File: src/rtl/tag_freelist_pkg.sv
// Shared types, sizing helpers and init values for the rename-tag free list.
package tag_freelist_pkg;

    localparam int TAG_W_DEF = 5;

    function automatic int num_tags(input int tag_w);
        return 2 ** tag_w;
    endfunction

    localparam int NUM_TAGS_DEF = num_tags(TAG_W_DEF);

    typedef logic [TAG_W_DEF-1:0] tag_t;
    typedef logic [TAG_W_DEF:0]   cnt_t;

    // Reset and flush both load slot i with tag i, giving a full in-order list.
    function automatic int unsigned init_tag(input int unsigned idx);
        return idx;
    endfunction

endpackage

File: src/rtl/tag_freelist_wrctl.sv
// Two-port retire acceptance: port 0 has priority, drops set the error pulse.
// With TAG_FREELIST_DUPCHK_EN, retires of tags not currently allocated are refused.
module tag_freelist_wrctl
    import tag_freelist_pkg::*;
#(
    parameter int TAG_W = TAG_W_DEF
) (
    input  logic [TAG_W:0]            i_count,
    input  logic [TAG_W-1:0]          i_widx,
    input  logic [TAG_W-1:0]          i_tag0,
    input  logic                      i_valid0,
    input  logic [TAG_W-1:0]          i_tag1,
    input  logic                      i_valid1,
`ifdef TAG_FREELIST_DUPCHK_EN
    input  logic [(2**TAG_W)-1:0]     i_in_use,
`endif
    output logic [1:0]                o_ret_acc,
    output logic                      o_we_a,
    output logic                      o_we_b,
    output logic [TAG_W-1:0]          o_waddr_a,
    output logic [TAG_W-1:0]          o_waddr_b,
    output logic [TAG_W-1:0]          o_wdata_a,
    output logic [TAG_W-1:0]          o_wdata_b,
    output logic                      o_drop
);

    localparam int              NUM_TAGS = num_tags(TAG_W);
    localparam logic [TAG_W:0]  FULL_CNT = (TAG_W+1)'(NUM_TAGS);
    localparam logic [TAG_W:0]  ONE_CNT  = (TAG_W+1)'(1);
    localparam logic [TAG_W:0]  TWO_CNT  = (TAG_W+1)'(2);

    logic [TAG_W:0] w_space;
    logic           w_v0;
    logic           w_v1;
    logic           w_acc0;
    logic           w_acc1;

    always_comb begin
        w_space = FULL_CNT - i_count;
`ifdef TAG_FREELIST_DUPCHK_EN
        // A same-tag pair in one cycle can only be freed once; port 1 loses.
        w_v0 = i_valid0 & i_in_use[i_tag0];
        w_v1 = i_valid1 & i_in_use[i_tag1] & ~(i_valid0 & (i_tag0 == i_tag1));
`else
        w_v0 = i_valid0;
        w_v1 = i_valid1;
`endif
        w_acc0    = w_v0 & (w_space != '0);
        w_acc1    = w_v1 & (w_space >= (w_acc0 ? TWO_CNT : ONE_CNT));
        o_we_a    = w_acc0 | w_acc1;
        o_we_b    = w_acc0 & w_acc1;
        o_waddr_a = i_widx;
        o_waddr_b = i_widx + TAG_W'(1);
        o_wdata_a = w_acc0 ? i_tag0 : i_tag1;
        o_wdata_b = i_tag1;
        o_ret_acc = {1'b0, w_acc0} + {1'b0, w_acc1};
        o_drop    = (i_valid0 & ~w_acc0) | (i_valid1 & ~w_acc1);
    end

endmodule

File: src/rtl/tag_freelist.sv
// Rename-tag free list: dispatch reads tags, two retire ports return them, flush refills.
// Optional double-free detection is enabled by defining TAG_FREELIST_DUPCHK_EN.
module tag_freelist
    import tag_freelist_pkg::*;
#(
    parameter int TAG_W         = TAG_W_DEF,
    parameter int AEMPTY_THRESH = 2
) (
    input  logic              clock,
    input  logic              reset,
    input  logic              Flush,
    input  logic              Rd_en,
    output logic [TAG_W-1:0]  Tag_Out,
    output logic              Tag_Valid,
    input  logic [TAG_W-1:0]  RB_Tag0,
    input  logic              RB_Tag0_Valid,
    input  logic [TAG_W-1:0]  RB_Tag1,
    input  logic              RB_Tag1_Valid,
    output logic              tagFifo_full,
    output logic              tagFifo_empty,
    output logic              tagFifo_aempty,
    output logic [TAG_W:0]    tagFifo_count,
    output logic              tagFifo_err
);

    localparam int              NUM_TAGS = num_tags(TAG_W);
    localparam logic [TAG_W:0]  FULL_CNT = (TAG_W+1)'(NUM_TAGS);
    localparam logic [TAG_W:0]  AE_CNT   = (TAG_W+1)'(AEMPTY_THRESH);

    logic [TAG_W-1:0] r_mem [NUM_TAGS];
    logic [TAG_W:0]   r_rptr;
    logic [TAG_W:0]   r_wptr;
    logic [TAG_W:0]   r_count;
    logic             r_err;

    logic             w_rd_acc;
    logic [1:0]       w_ret_acc;
    logic             w_we_a;
    logic             w_we_b;
    logic [TAG_W-1:0] w_waddr_a;
    logic [TAG_W-1:0] w_waddr_b;
    logic [TAG_W-1:0] w_wdata_a;
    logic [TAG_W-1:0] w_wdata_b;
    logic             w_drop;

`ifdef TAG_FREELIST_DUPCHK_EN
    logic [NUM_TAGS-1:0] r_in_use;
`endif

    assign w_rd_acc = Rd_en & (r_count != '0);

    tag_freelist_wrctl #(.TAG_W(TAG_W)) u_wrctl (
        .i_count   (r_count),
        .i_widx    (r_wptr[TAG_W-1:0]),
        .i_tag0    (RB_Tag0),
        .i_valid0  (RB_Tag0_Valid),
        .i_tag1    (RB_Tag1),
        .i_valid1  (RB_Tag1_Valid),
`ifdef TAG_FREELIST_DUPCHK_EN
        .i_in_use  (r_in_use),
`endif
        .o_ret_acc (w_ret_acc),
        .o_we_a    (w_we_a),
        .o_we_b    (w_we_b),
        .o_waddr_a (w_waddr_a),
        .o_waddr_b (w_waddr_b),
        .o_wdata_a (w_wdata_a),
        .o_wdata_b (w_wdata_b),
        .o_drop    (w_drop)
    );

    always_ff @(posedge clock) begin
        if (reset || Flush) begin
            for (int i = 0; i < NUM_TAGS; i++) begin
                r_mem[i] <= TAG_W'(init_tag(int'(i)));
            end
            r_rptr  <= '0;
            r_wptr  <= FULL_CNT;
            r_count <= FULL_CNT;
        end else begin
            if (w_we_a) r_mem[w_waddr_a] <= w_wdata_a;
            if (w_we_b) r_mem[w_waddr_b] <= w_wdata_b;
            r_rptr  <= r_rptr + {{TAG_W{1'b0}}, w_rd_acc};
            r_wptr  <= r_wptr + {{(TAG_W-1){1'b0}}, w_ret_acc};
            r_count <= r_count + {{(TAG_W-1){1'b0}}, w_ret_acc} - {{TAG_W{1'b0}}, w_rd_acc};
        end
    end

    // Error is sticky across flush; only reset clears it.
    always_ff @(posedge clock) begin
        if (reset) begin
            r_err <= 1'b0;
        end else if (!Flush && w_drop) begin
            r_err <= 1'b1;
        end
    end

`ifdef TAG_FREELIST_DUPCHK_EN
    always_ff @(posedge clock) begin
        if (reset || Flush) begin
            r_in_use <= '0;
        end else begin
            if (w_rd_acc) r_in_use[Tag_Out]   <= 1'b1;
            if (w_we_a)   r_in_use[w_wdata_a] <= 1'b0;
            if (w_we_b)   r_in_use[w_wdata_b] <= 1'b0;
        end
    end
`endif

    assign Tag_Out        = r_mem[r_rptr[TAG_W-1:0]];
    assign tagFifo_empty  = (r_count == '0);
    assign Tag_Valid      = ~tagFifo_empty;
    assign tagFifo_full   = (r_count == FULL_CNT);
    assign tagFifo_aempty = (r_count <= AE_CNT);
    assign tagFifo_count  = r_count;
    assign tagFifo_err    = r_err;

endmodule

File: config.mk
export PLATFORM = sky130hd
export DESIGN_NAME = tag_freelist
export DESIGN_NICKNAME = d
export VERILOG_FILES = /design/src/rtl/tag_freelist_pkg.sv /design/src/rtl/tag_freelist_wrctl.sv /design/src/rtl/tag_freelist.sv
export SDC_FILE = /design/constraint.sdc
export NUM_CORES = 1
export LEC_CHECK = 0
export ABC_CLOCK_PERIOD_IN_PS = 10700
export BUFFER_PORTS_ARGS = -buffer_cell sky130_fd_sc_hd__buf_2
export CORE_MARGIN = 5
export CORE_UTILIZATION = 60
export DETAILED_ROUTE_END_ITERATION = 7
export PLACE_DENSITY = 0.73
export SLEW_MARGIN = 30
export SYNTH_ARGS = -nofsm -noshare
export SYNTH_HDL_FRONTEND = slang
export SYNTH_SLANG_ARGS = --single-unit
export TNS_END_PERCENT = 5
File: constraint.sdc
create_clock -name clock -period 10.7 [get_ports clock]
set_input_delay 1.605 -clock clock [delete_from_list [all_inputs] [get_ports clock]]
set_output_delay 1.605 -clock clock [all_outputs]
set_load 0.02 [all_outputs]
==> flow_metrics.py <==
metrics = {
    "worst_setup_path": {
        "endpoint_kind": "register",
        "crit_type": "in2reg",
        "cp_max_fo": 59,
        "crit_required_ns": 11.02,
        "crit_arrival_ns": 5.99,
        "worst_setup_path_start_kind": "input pin",
    },
    "sta": {
        "fin_crit_sh": 0.530,
        "worst_clock_skew_ns": 0.0100,
        "setup_violations": 0,
        "rsz0062_at_grt": "no",
        "drv_slew": 0,
        "period_needed_ns": 5.67,
        "hold_viol_final": 0,
        "worst_pin_slew_ns": 1.03,
        "hold_slack_ns": 0.454,
        "tns_ns": 0,
        "relSlewSlack": 0.313,
        "max_freq_mhz": 176,
    },
    "global_routing": {
        "grt_pass1_wl_um": 45300,
        "use_met2": 0.468,
        "top_usage_layer": "met2",
        "grt_pass1_vias": 7740,
        "use_met1": 0.422,
        "use_met3": 0.0679,
        "antenna_found_initial": 1,
        "grt_max_degree": 60,
        "grt_overflow_total": 0,
        "grtUsageTotal": 0.305,
    },
    "synthesis": {
        "netlist_area_um2": 10000,
        "synth-edff-count": 160,
        "ys_warn_count": 0,
        "ys_ff_latch": 177,
        "ys.flop_type": "edfxtp_1",
        "yosys-top-cells-count": "160 x edfxtp_1, 73 x nand3_1, 63 x nand2_1, 58 x a22oi_1, 57 x clkbuf_1",
        "yosysUniqueCellTypes": 52,
        "ys_async_sr_fraction": 0,
        "yosys-top-cells-area": "edfxtp_1 48%, mux4_2 5.6%, mux2i_1 4.4%",
        "syn_inst": 890,
        "yosysSeqAreaShare": 0.512,
        "netlist.area_leader.share": 0.478,
        "syn_area_per_cell_um2": 11.3,
        "synth_area_leader_cell": "edfxtp_1",
        "syn_nets": 930,
        "yosysMostFrequentCell": "edfxtp_1",
    },
    "floorplanning": {
        "fp.dieH_um": 139,
        "num_rows": 47,
        "start_util": 0.608,
        "die_x_um": 139,
        "coreArea_um2": 16500,
        "dieArea_um2": 19400,
        "io_pins": 32,
    },
    "cts": {
        "cts_setup_buffers": 0,
        "insertion_delay_ns": 0.44,
        "cts_root_buf": "clkbuf_16",
        "ctsHoldBuffers": 0,
        "cts_tree": "built",
        "clkTransAtPathRegs_ns": 0.07,
        "cts_sinks": 177,
        "htreeDepth": 4,
        "clock_path_buffers": 2,
        "cts_buffers": 17,
        "cts_resized": 0,
    },
    "drt": {
        "routed_wirelength_um": 29900,
        "drtIter0Drc": 1316,
        "ant_nets": 0,
        "vias": 8085,
        "drcViolationCount": 0,
        "dr.pass1.iters": 6,
        "wl_per_cell_um": 27.1,
        "via_per_inst": 7.33,
    },
    "layout": {
        "final_area_um2": 10800,
        "area_growth_pct": 7.40,
        "fillers": 1258,
        "drive_gt1_frac": 0.117,
        "diodes": 0,
        "fin_nets": 910,
    },
    "hold_path": {
        "min_path_type": "reg2reg",
    },
    "run": {
        "cap_violations": 0,
    },
    "power": {
        "p_leak_nw": 3.31,
        "pwr_density_cell_nw_per_um2": 203,
        "finalPower_w": 0.00219,
        "irDropWorstVdd_uv": 379,
    },
    "placed_design": {
        "placedInstanceArea_um2": 10200,
        "io_buffers": 31,
        "gp_congestion": 0.953,
        "hpwlAfterDp_um": 20100,
    },
    "status": {
        "outcome": "finished clean",
    },
}
cells by family (layout without fill, tap and decap cells):
| kind of cell | Yosys count | after routing | share of synthesized area |
|---|---|---|---|
| buf+inv | 104 | 97 | 0.0417 |
| fa+ha+maj | 24 | 24 | 0.0314 |
| mux | 69 | 69 | 0.0999 |
| xor+xnor | 11 | 11 | 0.00959 |
| flops | 177 | 177 | 0.512 |
| simple gates | 261 | 261 | 0.128 |
| compound gates | 244 | 244 | 0.177 |
cell usage in the layout, fill, tap and decap left out, types with 6 or more instances in the layout:
cell and n:
a21oi_1 21, a22o_1 39, a22oi_1 58, and2_1 7, buf_2 31, clkbuf_16 17, dfxtp_1 15, edfxtp_1 160
ha_1 22, inv_1 24, mux2i_1 44, mux4_2 25, nand2_1 63, nand2b_1 9, nand3_1 73, nand4b_1 6
nor2_1 47, nor2b_1 7, nor3_1 10, o21a_1 15, o21ai_0 8, o21ai_1 15, o22a_1 30, o22ai_1 37
or3_1 10, xor2_1 6
where the power goes:
group	total (W)	switching, W	internal (W)
clock network	0.000624	0.000268	0.000356
logic	0.000738	0.000507	0.000231
registers	0.000825	0.0000325	0.000793
final timing paths:
path	startpoint	endpoint	slack (ns)	cells past startpoint
max	RB_Tag0_Valid	tagFifo_count[5]	5.03	20
min	tagFifo_err	tagFifo_err	0.45	2
max reg2reg	tagFifo_count[4]	tagFifo_count[5]	5.12	22
min reg2reg	tagFifo_err	tagFifo_err	0.45	2
state kept, by name, indices dropped and copies added (netlist names):
register	flops
r_mem	160
tagFifo_count	6
r_rptr	5
r_wptr	5
tagFifo_err	1
final cells by class:
cell class / count / area, um^2 / area share
clock inverter: 9 / 110 / 0.0102
tap: 220 / 275 / 0.0255
clock buffer: 23 / 468 / 0.0434
multi-input combinational: 609 / 4490 / 0.416
timing repair buffer: 35 / 185 / 0.0172
inverter: 30 / 113 / 0.0104
sequential: 177 / 5150 / 0.477
routing by layer:
layer	vias up	part of all wire
li1	3428	-
met1	3924	0.39
met2	631	0.46
met3	100	0.11
met4	2	0.038
met5	-	0.00063
per-stage QoR:
stage               std cells  utilization  setup WS, ns
floorplan                 890            -          5.82
global placement         1071        0.617          4.83
detailed placement       1071        0.617          4.68
CTS                      1103        0.652          5.14
global route             1103        0.653          4.86
finish                   1103        0.653          5.03
critical path, stage by stage:
cell	delay (ns)
buf_2	0.12
o211a_1	0.11
a311o_2	0.34
buf_4	0.34
inv_2	0.64
ha_1	0.36
nand2b_1	0.15
a21oi_1	0.19
nand2_1	0.09
and2_1	0.17
ha_1	0.28
inv_1	0.13
ha_1	0.26
inv_1	0.07
ha_1	0.22
a21o_1	0.16
a21oi_1	0.24
o21bai_1	0.12
nor4b_1	0.29
a211oi_1	0.09
(Power assumes the default switching activity.)
